**config.mk**
```make
export PLATFORM = sky130hd
export DESIGN_NAME = lane_merger_flat
export DESIGN_NICKNAME = d
export VERILOG_FILES = /design/src/rtl/lane_merger_if.sv /design/src/rtl/lane_merger.sv /design/src/flat_wrapper.sv
export SDC_FILE = /design/constraint.sdc
export NUM_CORES = 1
export LEC_CHECK = 0
export ABC_CLOCK_PERIOD_IN_PS = 4600
export CORE_AREA = 8 8 89 171
export CTS_CLUSTER_SIZE = 16
export DETAILED_ROUTE_END_ITERATION = 8
export DIE_AREA = 0 0 97 179
export PLACE_DENSITY_LB_ADDON = 0.15
export SYNTH_ARGS = -nofsm -noshare
export SYNTH_HDL_FRONTEND = slang
export SYNTH_SLANG_ARGS = --single-unit
```
**constraint.sdc**
```tcl
create_clock -name clk -period 4.6 [get_ports clk]
set_clock_uncertainty 0.2 [all_clocks]
set_input_delay 0.92 -clock clk [delete_from_list [all_inputs] [get_ports clk]]
set_output_delay 0.92 -clock clk [all_outputs]
set_load 0.01 [all_outputs]
```
**src/rtl/lane_merger_if.sv**
```systemverilog
// lane_merger_if: four-lane input bus and merged output stream of lane_merger.
// lane_out exists only when LANE_MERGER_TAG_EN is defined.
interface lane_merger_if;
    logic [7:0] data_in0, data_in1, data_in2, data_in3;
    logic       valid_in0, valid_in1, valid_in2, valid_in3;
    logic       ready_in;
    logic [7:0] data_out;
    logic       valid_out;
`ifdef LANE_MERGER_TAG_EN
    logic [1:0] lane_out;
`endif
    logic       route_main;
    logic [3:0] fifo_full;
    logic       overflow;

    modport master(
`ifdef LANE_MERGER_TAG_EN
        input  lane_out,
`endif
        output data_in0, data_in1, data_in2, data_in3,
        output valid_in0, valid_in1, valid_in2, valid_in3, ready_in,
        input  data_out, valid_out, route_main, fifo_full, overflow
    );

    modport slave(
`ifdef LANE_MERGER_TAG_EN
        output lane_out,
`endif
        input  data_in0, data_in1, data_in2, data_in3,
        input  valid_in0, valid_in1, valid_in2, valid_in3, ready_in,
        output data_out, valid_out, route_main, fifo_full, overflow
    );
endinterface

```
**src/rtl/lane_merger.sv**
```systemverilog
// lane_merger: four per-lane FIFOs drained round-robin onto one registered valid/ready stream.
// Define LANE_MERGER_TAG_EN to store a source-lane tag per entry and drive lane_out.
module lane_merger #(
    parameter int FIFO_DEPTH  = 4,
    parameter int ALMOST_FULL = 2
) (
    input logic clk,
    input logic reset_L,
    lane_merger_if.slave bus
);
    localparam int AW = $clog2(FIFO_DEPTH);
    localparam logic [AW:0] FULL_CNT = (AW+1)'(FIFO_DEPTH);
    localparam logic [AW:0] AF_CNT   = (AW+1)'(ALMOST_FULL);

    typedef enum logic [1:0] {RESET, INIT, IDLE, ACTIVE} state_t;

    state_t        state;
    logic [7:0]    dataIn [4];
    logic [3:0]    validIn, full, nonEmpty, pop, push;
    logic [7:0]    mem [4][FIFO_DEPTH];
    logic [AW-1:0] rdPtr [4];
    logic [AW-1:0] wrPtr [4];
    logic [AW:0]   cnt [4];
    logic [1:0]    rrPtr, grant;
    logic          found, load, allLow;
    logic [7:0]    dataOut;
    logic          validOut, routeMain, overflowReg;
`ifdef LANE_MERGER_TAG_EN
    logic [1:0]    tagMem [4][FIFO_DEPTH];
    logic [1:0]    laneOut;
    assign bus.lane_out = laneOut;
`endif

    assign dataIn[0] = bus.data_in0;
    assign dataIn[1] = bus.data_in1;
    assign dataIn[2] = bus.data_in2;
    assign dataIn[3] = bus.data_in3;
    assign validIn   = {bus.valid_in3, bus.valid_in2, bus.valid_in1, bus.valid_in0};
    assign load      = !validOut || bus.ready_in;

    always_comb begin
        allLow = 1'b1;
        for (int k = 0; k < 4; k++) begin
            full[k]     = cnt[k] == FULL_CNT;
            nonEmpty[k] = cnt[k] != '0;
            if (cnt[k] >= AF_CNT) allLow = 1'b0;
        end
    end

    // Scan downward so the lane closest to rrPtr is the last, winning, assignment.
    always_comb begin
        grant = rrPtr;
        found = 1'b0;
        for (int k = 3; k >= 0; k--)
            if (nonEmpty[rrPtr + 2'(k)]) begin
                grant = rrPtr + 2'(k);
                found = 1'b1;
            end
    end

    // A full lane still accepts a push when it is being popped in the same cycle.
    always_comb begin
        for (int k = 0; k < 4; k++) begin
            pop[k]  = load && found && grant == 2'(k);
            push[k] = validIn[k] && (!full[k] || pop[k]);
        end
    end

    always_ff @(posedge clk) begin
        if (!reset_L) begin
            cnt   <= '{default: '0};
            rdPtr <= '{default: '0};
            wrPtr <= '{default: '0};
        end else begin
            for (int k = 0; k < 4; k++) begin
                if (push[k]) begin
                    mem[k][wrPtr[k]] <= dataIn[k];
`ifdef LANE_MERGER_TAG_EN
                    tagMem[k][wrPtr[k]] <= 2'(k);
`endif
                    wrPtr[k] <= wrPtr[k] + 1'b1;
                end
                if (pop[k]) rdPtr[k] <= rdPtr[k] + 1'b1;
                cnt[k] <= cnt[k] + (AW+1)'(push[k]) - (AW+1)'(pop[k]);
            end
        end
    end

    always_ff @(posedge clk) begin
        if (!reset_L) begin
            state       <= RESET;
            rrPtr       <= 2'd0;
            dataOut     <= 8'd0;
            validOut    <= 1'b0;
            routeMain   <= 1'b0;
            overflowReg <= 1'b0;
`ifdef LANE_MERGER_TAG_EN
            laneOut     <= 2'd0;
`endif
        end else begin
            if (|(validIn & full & ~pop)) overflowReg <= 1'b1;
            if (load) validOut <= found;
            if (load && found) begin
                dataOut <= mem[grant][rdPtr[grant]];
`ifdef LANE_MERGER_TAG_EN
                laneOut <= tagMem[grant][rdPtr[grant]];
`endif
                rrPtr   <= grant + 2'd1;
            end
            state <= state == RESET ? INIT :
                     state == INIT  ? IDLE :
                     state == IDLE  ? ((|validIn || |nonEmpty) ? ACTIVE : IDLE) :
                     ((!(|nonEmpty) && !validOut && !(|validIn)) ? IDLE : ACTIVE);
            routeMain <= state != RESET && allLow;
        end
    end

    assign bus.data_out   = dataOut;
    assign bus.valid_out  = validOut;
    assign bus.route_main = routeMain;
    assign bus.fifo_full  = full;
    assign bus.overflow   = overflowReg;
endmodule

```
**src/flat_wrapper.sv**
```systemverilog
// flat-port wrapper written by rule: the top's interface ports become plain ports
module lane_merger_flat 
#(
    parameter int FIFO_DEPTH  = 4,
    parameter int ALMOST_FULL = 2
)
  (clk, reset_L, bus_data_in0, bus_data_in1, bus_data_in2, bus_data_in3, bus_valid_in0, bus_valid_in1, bus_valid_in2, bus_valid_in3, bus_ready_in, bus_data_out, bus_valid_out, bus_route_main, bus_fifo_full, bus_overflow);
  lane_merger_if bus_i ();
  input logic clk;
  input logic reset_L;
  input wire logic [$bits(bus_i.data_in0)-1:0] bus_data_in0;
  input wire logic [$bits(bus_i.data_in1)-1:0] bus_data_in1;
  input wire logic [$bits(bus_i.data_in2)-1:0] bus_data_in2;
  input wire logic [$bits(bus_i.data_in3)-1:0] bus_data_in3;
  input wire logic [$bits(bus_i.valid_in0)-1:0] bus_valid_in0;
  input wire logic [$bits(bus_i.valid_in1)-1:0] bus_valid_in1;
  input wire logic [$bits(bus_i.valid_in2)-1:0] bus_valid_in2;
  input wire logic [$bits(bus_i.valid_in3)-1:0] bus_valid_in3;
  input wire logic [$bits(bus_i.ready_in)-1:0] bus_ready_in;
  output wire logic [$bits(bus_i.data_out)-1:0] bus_data_out;
  output wire logic [$bits(bus_i.valid_out)-1:0] bus_valid_out;
  output wire logic [$bits(bus_i.route_main)-1:0] bus_route_main;
  output wire logic [$bits(bus_i.fifo_full)-1:0] bus_fifo_full;
  output wire logic [$bits(bus_i.overflow)-1:0] bus_overflow;
  assign bus_i.data_in0 = bus_data_in0;
  assign bus_i.data_in1 = bus_data_in1;
  assign bus_i.data_in2 = bus_data_in2;
  assign bus_i.data_in3 = bus_data_in3;
  assign bus_i.valid_in0 = bus_valid_in0;
  assign bus_i.valid_in1 = bus_valid_in1;
  assign bus_i.valid_in2 = bus_valid_in2;
  assign bus_i.valid_in3 = bus_valid_in3;
  assign bus_i.ready_in = bus_ready_in;
  assign bus_data_out = bus_i.data_out;
  assign bus_valid_out = bus_i.valid_out;
  assign bus_route_main = bus_i.route_main;
  assign bus_fifo_full = bus_i.fifo_full;
  assign bus_overflow = bus_i.overflow;
  lane_merger #(.FIFO_DEPTH(FIFO_DEPTH), .ALMOST_FULL(ALMOST_FULL)) u_core (.clk(clk), .reset_L(reset_L), .bus(bus_i));
endmodule
```
### After elaboration in Yosys (flattened, before gate mapping)

Memories as Yosys holds them, arrays and structs flattened.
Cells that the tools add are included.

* mux-type cells: 51
* reduce and logical (&&, ||, !) cells: 40
* equality and inequality tests: 9
* order comparisons: 18
* bitwise gates (word level): 10
* $add $sub $neg: 20

Operator list (count)
* $mux 32: 4
* $demux 8 s2: 4
* $mux 8: 6
* $mux 1: 23
* $add 2x1->2 const B: 10
* $ge 3x3->1 const B: 6
* $not 2->3: 6
* $bmux 8 s2: 1
* $logic_and 1x1->1: 16
* $mux 2: 8
* $add 3x1->3: 4
* $eq 3x3->1 const B: 4
* $ge 3x2->1 const B: 4
* $lt 2x3->1 const B: 4
* $lt 3x1->1 const B: 4
* $reduce_bool 3->1: 4
* $reduce_or 4->1: 3
* $sub 3x1->3: 4
* $and 4x4->4: 2
* $bmux 1 s2: 4
* $logic_not 1->1: 7
* $eq 2x2->1 const B: 3
* $logic_or 1x1->1: 6
* $add 2x2->2 const B: 2
* 7 further kinds: 9

* bits of input ports: 39
* memories kept: 1
* bits in writable memories: 128
* register bits after elaboration: 43
* output and inout bits: 15

Memories
* u_core.mem: words 4, width 32, rd ports 1, clocked after Yosys merged registers in 0, write ports 4, RTL line lane_merger.sv:20 `logic [7:0] mem [4][FIFO_DEPTH];`

### Longest topological paths before layout

* depth in word-level cells: 15
* mapped depth: 14

### Least setup slack after synthesis

OpenSTA, ideal clock, no wires.

* kind: flip-flop to flip-flop
* from: reg u_core.cnt[10] in the netlist's numbering
* to: reg u_core.cnt[8] in the netlist's numbering
* required time: 4.272 ns
* stages on the path, launching flop included: 15
* data arrival time: 3.379 ns
* path slack: 0.893 ns
* clock period less this slack: 3.707 ns
* cell sequence: dfxtp_1 -> or4b_1 -> o211a_1 -> or3_1 -> clkbuf_1 -> buf_4 -> o31a_1 -> nor2_1 -> inv_1 -> ha_1 -> inv_1 -> ha_1 -> fa_1 -> xor2_1 -> nor2_1

* cells in the longest elaborated chain, start to end: 13

RTL lines
* from (decl): RTL line lane_merger.sv:23 `logic [AW:0] cnt [4];`
* from (signal, indexed assignment): RTL line lane_merger.sv:84 `cnt[k] <= cnt[k] + (AW+1)'(push[k]) - (AW+1)'(pop[k]);`
* $reduce_bool 3->1 *: RTL line lane_merger.sv:45 `nonEmpty[k] = cnt[k] != '0;`
* $bmux 1 s2: RTL line lane_merger.sv:55 `if (nonEmpty[rrPtr + 2'(k)]) begin`
* $mux 1 (not written as such): RTL line lane_merger.sv:55
* $mux 2 or $mux 1 (tied branches) (4 in series): RTL line lane_merger.sv:55
* $eq 2x1->1 or $logic_and 1x1->1 (tied branches): RTL line lane_merger.sv:64 `pop[k] = load && found && grant == 2'(k);`
* $logic_and 1x1->1 *: RTL line lane_merger.sv:64
* $logic_or 1x1->1: RTL line lane_merger.sv:65 `push[k] = validIn[k] && (!full[k] || pop[k]);`
* $logic_and 1x1->1: RTL line lane_merger.sv:65
* $add 3x1->3: RTL line lane_merger.sv:84
* $sub 3x1->3 *: RTL line lane_merger.sv:84

Every way passes the cells marked *; elsewhere a longest branch is shown, timed or not. The select of a mux whose other input is x is not followed.
A chain may end at the register's enable or synchronous reset.

### Worst setup path in the final report

* from: reg u_core.cnt[7] in the netlist's numbering
* to: reg u_core.cnt[4] in the netlist's numbering

* cells in the longest elaborated chain, start to end: 13

RTL lines
* $reduce_bool 3->1 *: RTL line lane_merger.sv:45
* $bmux 1 s2: RTL line lane_merger.sv:55
* $mux 1 (not written as such): RTL line lane_merger.sv:55
* $mux 2 or $mux 1 (tied branches) (4 in series): RTL line lane_merger.sv:55
* $eq 2x2->1 or $logic_and 1x1->1 (tied branches): RTL line lane_merger.sv:64
* $logic_and 1x1->1 *: RTL line lane_merger.sv:64
* via u_core.pop[2]: RTL line lane_merger.sv:19 `logic [3:0] validIn, full, nonEmpty, pop, push;`
* $logic_or 1x1->1: RTL line lane_merger.sv:65
* $logic_and 1x1->1: RTL line lane_merger.sv:65
* $add 3x1->3: RTL line lane_merger.sv:84
* $sub 3x1->3 *: RTL line lane_merger.sv:84

The timed path passes the listed nets; every way through them passes the cells marked *. The select of a mux whose other input is x is not followed.

==> qor.txt <==
Maximum vdd drop = 0.715 mV
1st-iter DRT viols = 310
Syn Nets = 650
Flops & latches, synth = 171
Critical R2R Launch = u_core.cnt[7]
Cells after Synth = 580
CP Buf/Inv Count = 2
# Max-Cap Violations = 0
Worst slew pin tran = 0.803 ns
Hold Slack = 0.271 ns
DIE WIDTH = 97 um
Die Y = 179 um
All-Layer GR Usage = 21.3%
Synth top area share = 51.0%
Routed Antenna Nets = 0
# DRC = 0
Syn_area_per_cell = 13.0 um2
RSZ-0062 raised after global routing = false
CP arrival = 4.07 ns
Post-CTS Resized = 0
Fraction of the cycle the final worst path needs = 85.8%
Yosys warnings = 0
Max Buffers Root-to-Sink = 2
Slew headroom = 45.3%
Cts hold-fix bufs = 0
PortBufs = 53
Crit path required time = 4.72 ns
Number of CTS-inserted buffers = 17
Async SR Flop Fraction = 0%
Post-DP HPWL = 13700 um
Setup violations, final = 0
Number of synthesized flops with an enable pin = 128
Post-Syn Area = 7530 um2
Worst min path class = reg2reg
Clock Root Buffer = clkbuf_16
Placed instance area = 8190 um2
Layout fillers = 953
Post-synth top cells = edfxtp_1 (128), mux2i_1 (70), nand2_1 (66), dfxtp_1 (43), inv_1 (36)
WL per Instance = 22.9 um
Grt total ovfl = 0
ANT cells = 0
Design area = 8760 um2
Main area contributors after synthesis = edfxtp_1 (51%), dfxtp_1 (11%), mux2i_1 (9.3%)
Cell breakdown of the critical path = nor3_1, a21boi_0, o21a_1, nor4_2, nor2_1, nor2b_1, inv_1, ha_1, inv_1, ha_1, fa_1, and2_1
Final net count = 703
Max stage delay on crit path = 0.53 ns
P per Cell Area = 705 nW/um2
Area Growth Syn to Fin = 16.2%
Most numerous cell in the Yosys netlist = edfxtp_1
Clk_lat worst skew = 0.42 ns
LEAKAGE = 0.00332 uW
Worst Reg-to-Reg Cells = 12
Setup crit end kind = flip-flop
Final core area utilization = 67.8%
Largest net degree at the start of global routing = 43
Vias = 4794
Drt via density = 6.01
Min cycle time layout = 3.95 ns
Slowest cell on crit path = nor4_2
Flop-to-flop setup slack = 0.65 ns
Initial DRT Pass Iterations = 4
Core Box Area = 12900 um2
Post-CTS setup buffers = 0
Worst Hold Launch = u_core.bus.data_out[3]
Global-route wire length before repair = 27200 um
Sink Count = 171
Vias in the first global route = 5008
Share of cells above drive strength 1 = 7.28%
Initial antenna violation count = 0
Fmax = 253 MHz
Synth area leader = edfxtp_1
CTS tree = done
WHS Endpoint = u_core.bus.data_out[3]
Cells on Worst Hold Path = 2
Fin cells = 798
Cell family with most CP delay = simple AND/OR/NAND/NOR gates
Critical path class = reg2reg
Htree depth = 4
Cell Rows = 59
Placed instance count = 766
Maximum fanout along the worst path = 21
Final hold violation count = 0
Initial Util = 58.3%
Die area = 17400 um2
Netlist cell types = 49
Reg-to-reg critical path endpoint = u_core.cnt[4]
GPL Wtd Cong = 0.978
Slew Viols, Final = 0
Main synth FF type = edfxtp_1
IO Count = 54
Sequential share of the synthesized area = 62.5%
Post-route setup TNS = 0 ns
Status = completed
Clock-pin slew on the worst setup and hold paths = 0.07 ns
Setup crit start kind = flip-flop
Post-detailed-routing wire length = 18300 um
-- state kept, by name, summed over array words and instances, names as in the netlist --
name	flops
u_core.rrPtr	2
u_core.rdPtr	8
u_core.bus.overflow	1
u_core.bus.valid_out	1
u_core.wrPtr	8
u_core.bus.route_main	1
u_core.cnt	12
u_core.bus.data_out	8
u_core.state	2
u_core.mem	128
-- how the worst max path moves through the flow --
stage | end | cells after the start | from
4_1_cts | u_core.cnt[4] | 12 | u_core.cnt[10]
3_3_place_gp | u_core.cnt[5] | 12 | bus_ready_in
3_5_place_dp | u_core.cnt[4] | 11 | bus_ready_in
6_report | u_core.cnt[4] | 12 | u_core.cnt[7]
2_1_floorplan | u_core.cnt[8] | 14 | u_core.cnt[10]
5_1_grt | u_core.cnt[5] | 13 | u_core.cnt[10]
-- logic make-up after synthesis --
kind of cell / Yosys count / synth area share (%)
buffers and inverters: 63 / 3.42
xor gates and xnor gates: 14 / 1.63
adders and majority gates: 31 / 5.55
muxes: 71 / 9.60
AOI/OAI and AO/OA: 75 / 7.51
DFF: 171 / 62.5
and+or+nand+nor: 155 / 9.83
-- worst register-to-register path, stage by stage, from the launching register on --
cell	delay, ns
dfxtp_1	0.34
nor3_1	0.47
a21boi_0	0.18
o21a_1	0.49
nor4_2	0.53
nor2_1	0.12
nor2b_1	0.25
inv_1	0.14
ha_1	0.31
inv_1	0.04
ha_1	0.19
fa_1	0.43
and2_1	0.17
-- final cells by class --
cell class	instances	area (um2)	area share, %
clock buffers	17	425	4.86
clock inverters	15	143	1.63
inverters	37	139	1.59
multi-input cells	346	2570	29.4
flip-flops and latches	171	4700	53.7
well taps	152	190	2.17
repair buffers	60	583	6.66
-- through the flow --
step	total power [uW]	setup WS (ns)
2_1_floorplan	4030	0.893
3_3_place_gp	4710	0.734
3_5_place_dp	4810	0.640
4_1_cts	6170	0.663
5_1_grt	6510	0.314
6_report	6170	0.653
-- report_power, final --
| part | internal [uW] | total [uW] | leakage (uW) | switching [uW] |
|---|---|---|---|---|
| Sequential | 1850 | 1970 | 0.00152 | 126 |
| Clock | 722 | 1360 | 0.000284 | 639 |
| Combinational | 1120 | 2840 | 0.00152 | 1720 |
-- routing by layer --
metal | vias up | part of all wire [%] | GRT usage, %
met4 | 0 | 6.8 | 16.6
li1 | 2245 | - | -
met3 | 55 | 3.5 | 4.25
met2 | 148 | 58 | 42.6
met1 | 2346 | 31 | 17.1
met5 | - | 0 | 0
-- layout by cell type (no fill, tap or decap), types with 4 or more instances in the layout --
| cell | Yosys | final |
|---|---|---|
| clkbuf_16 | 0 | 17 |
| xor2_1 | 6 | 6 |
| nor2_1 | 34 | 34 |
| xnor2_1 | 8 | 8 |
| and2_1 | 9 | 9 |
| a32oi_1 | 16 | 16 |
| inv_8 | 0 | 6 |
| a211oi_1 | 17 | 17 |
| clkinv_4 | 0 | 4 |
| or3_1 | 8 | 7 |
| and3_1 | 12 | 12 |
| o21ai_0 | 5 | 5 |
| inv_6 | 0 | 4 |
| edfxtp_1 | 128 | 128 |
| mux2i_1 | 70 | 70 |
| inv_1 | 36 | 36 |
| fa_1 | 4 | 4 |
| ha_1 | 27 | 27 |
| o221ai_1 | 8 | 8 |
| o21a_1 | 4 | 4 |
| nand2_1 | 66 | 66 |
| clkdlybuf4s50_1 | 0 | 53 |
| buf_4 | 1 | 7 |
| dfxtp_1 | 43 | 43 |
| a21oi_1 | 9 | 9 |
| nand3_1 | 4 | 4 |
| nor3_1 | 7 | 7 |
Note: power is estimated with default switching activity, not from simulation.
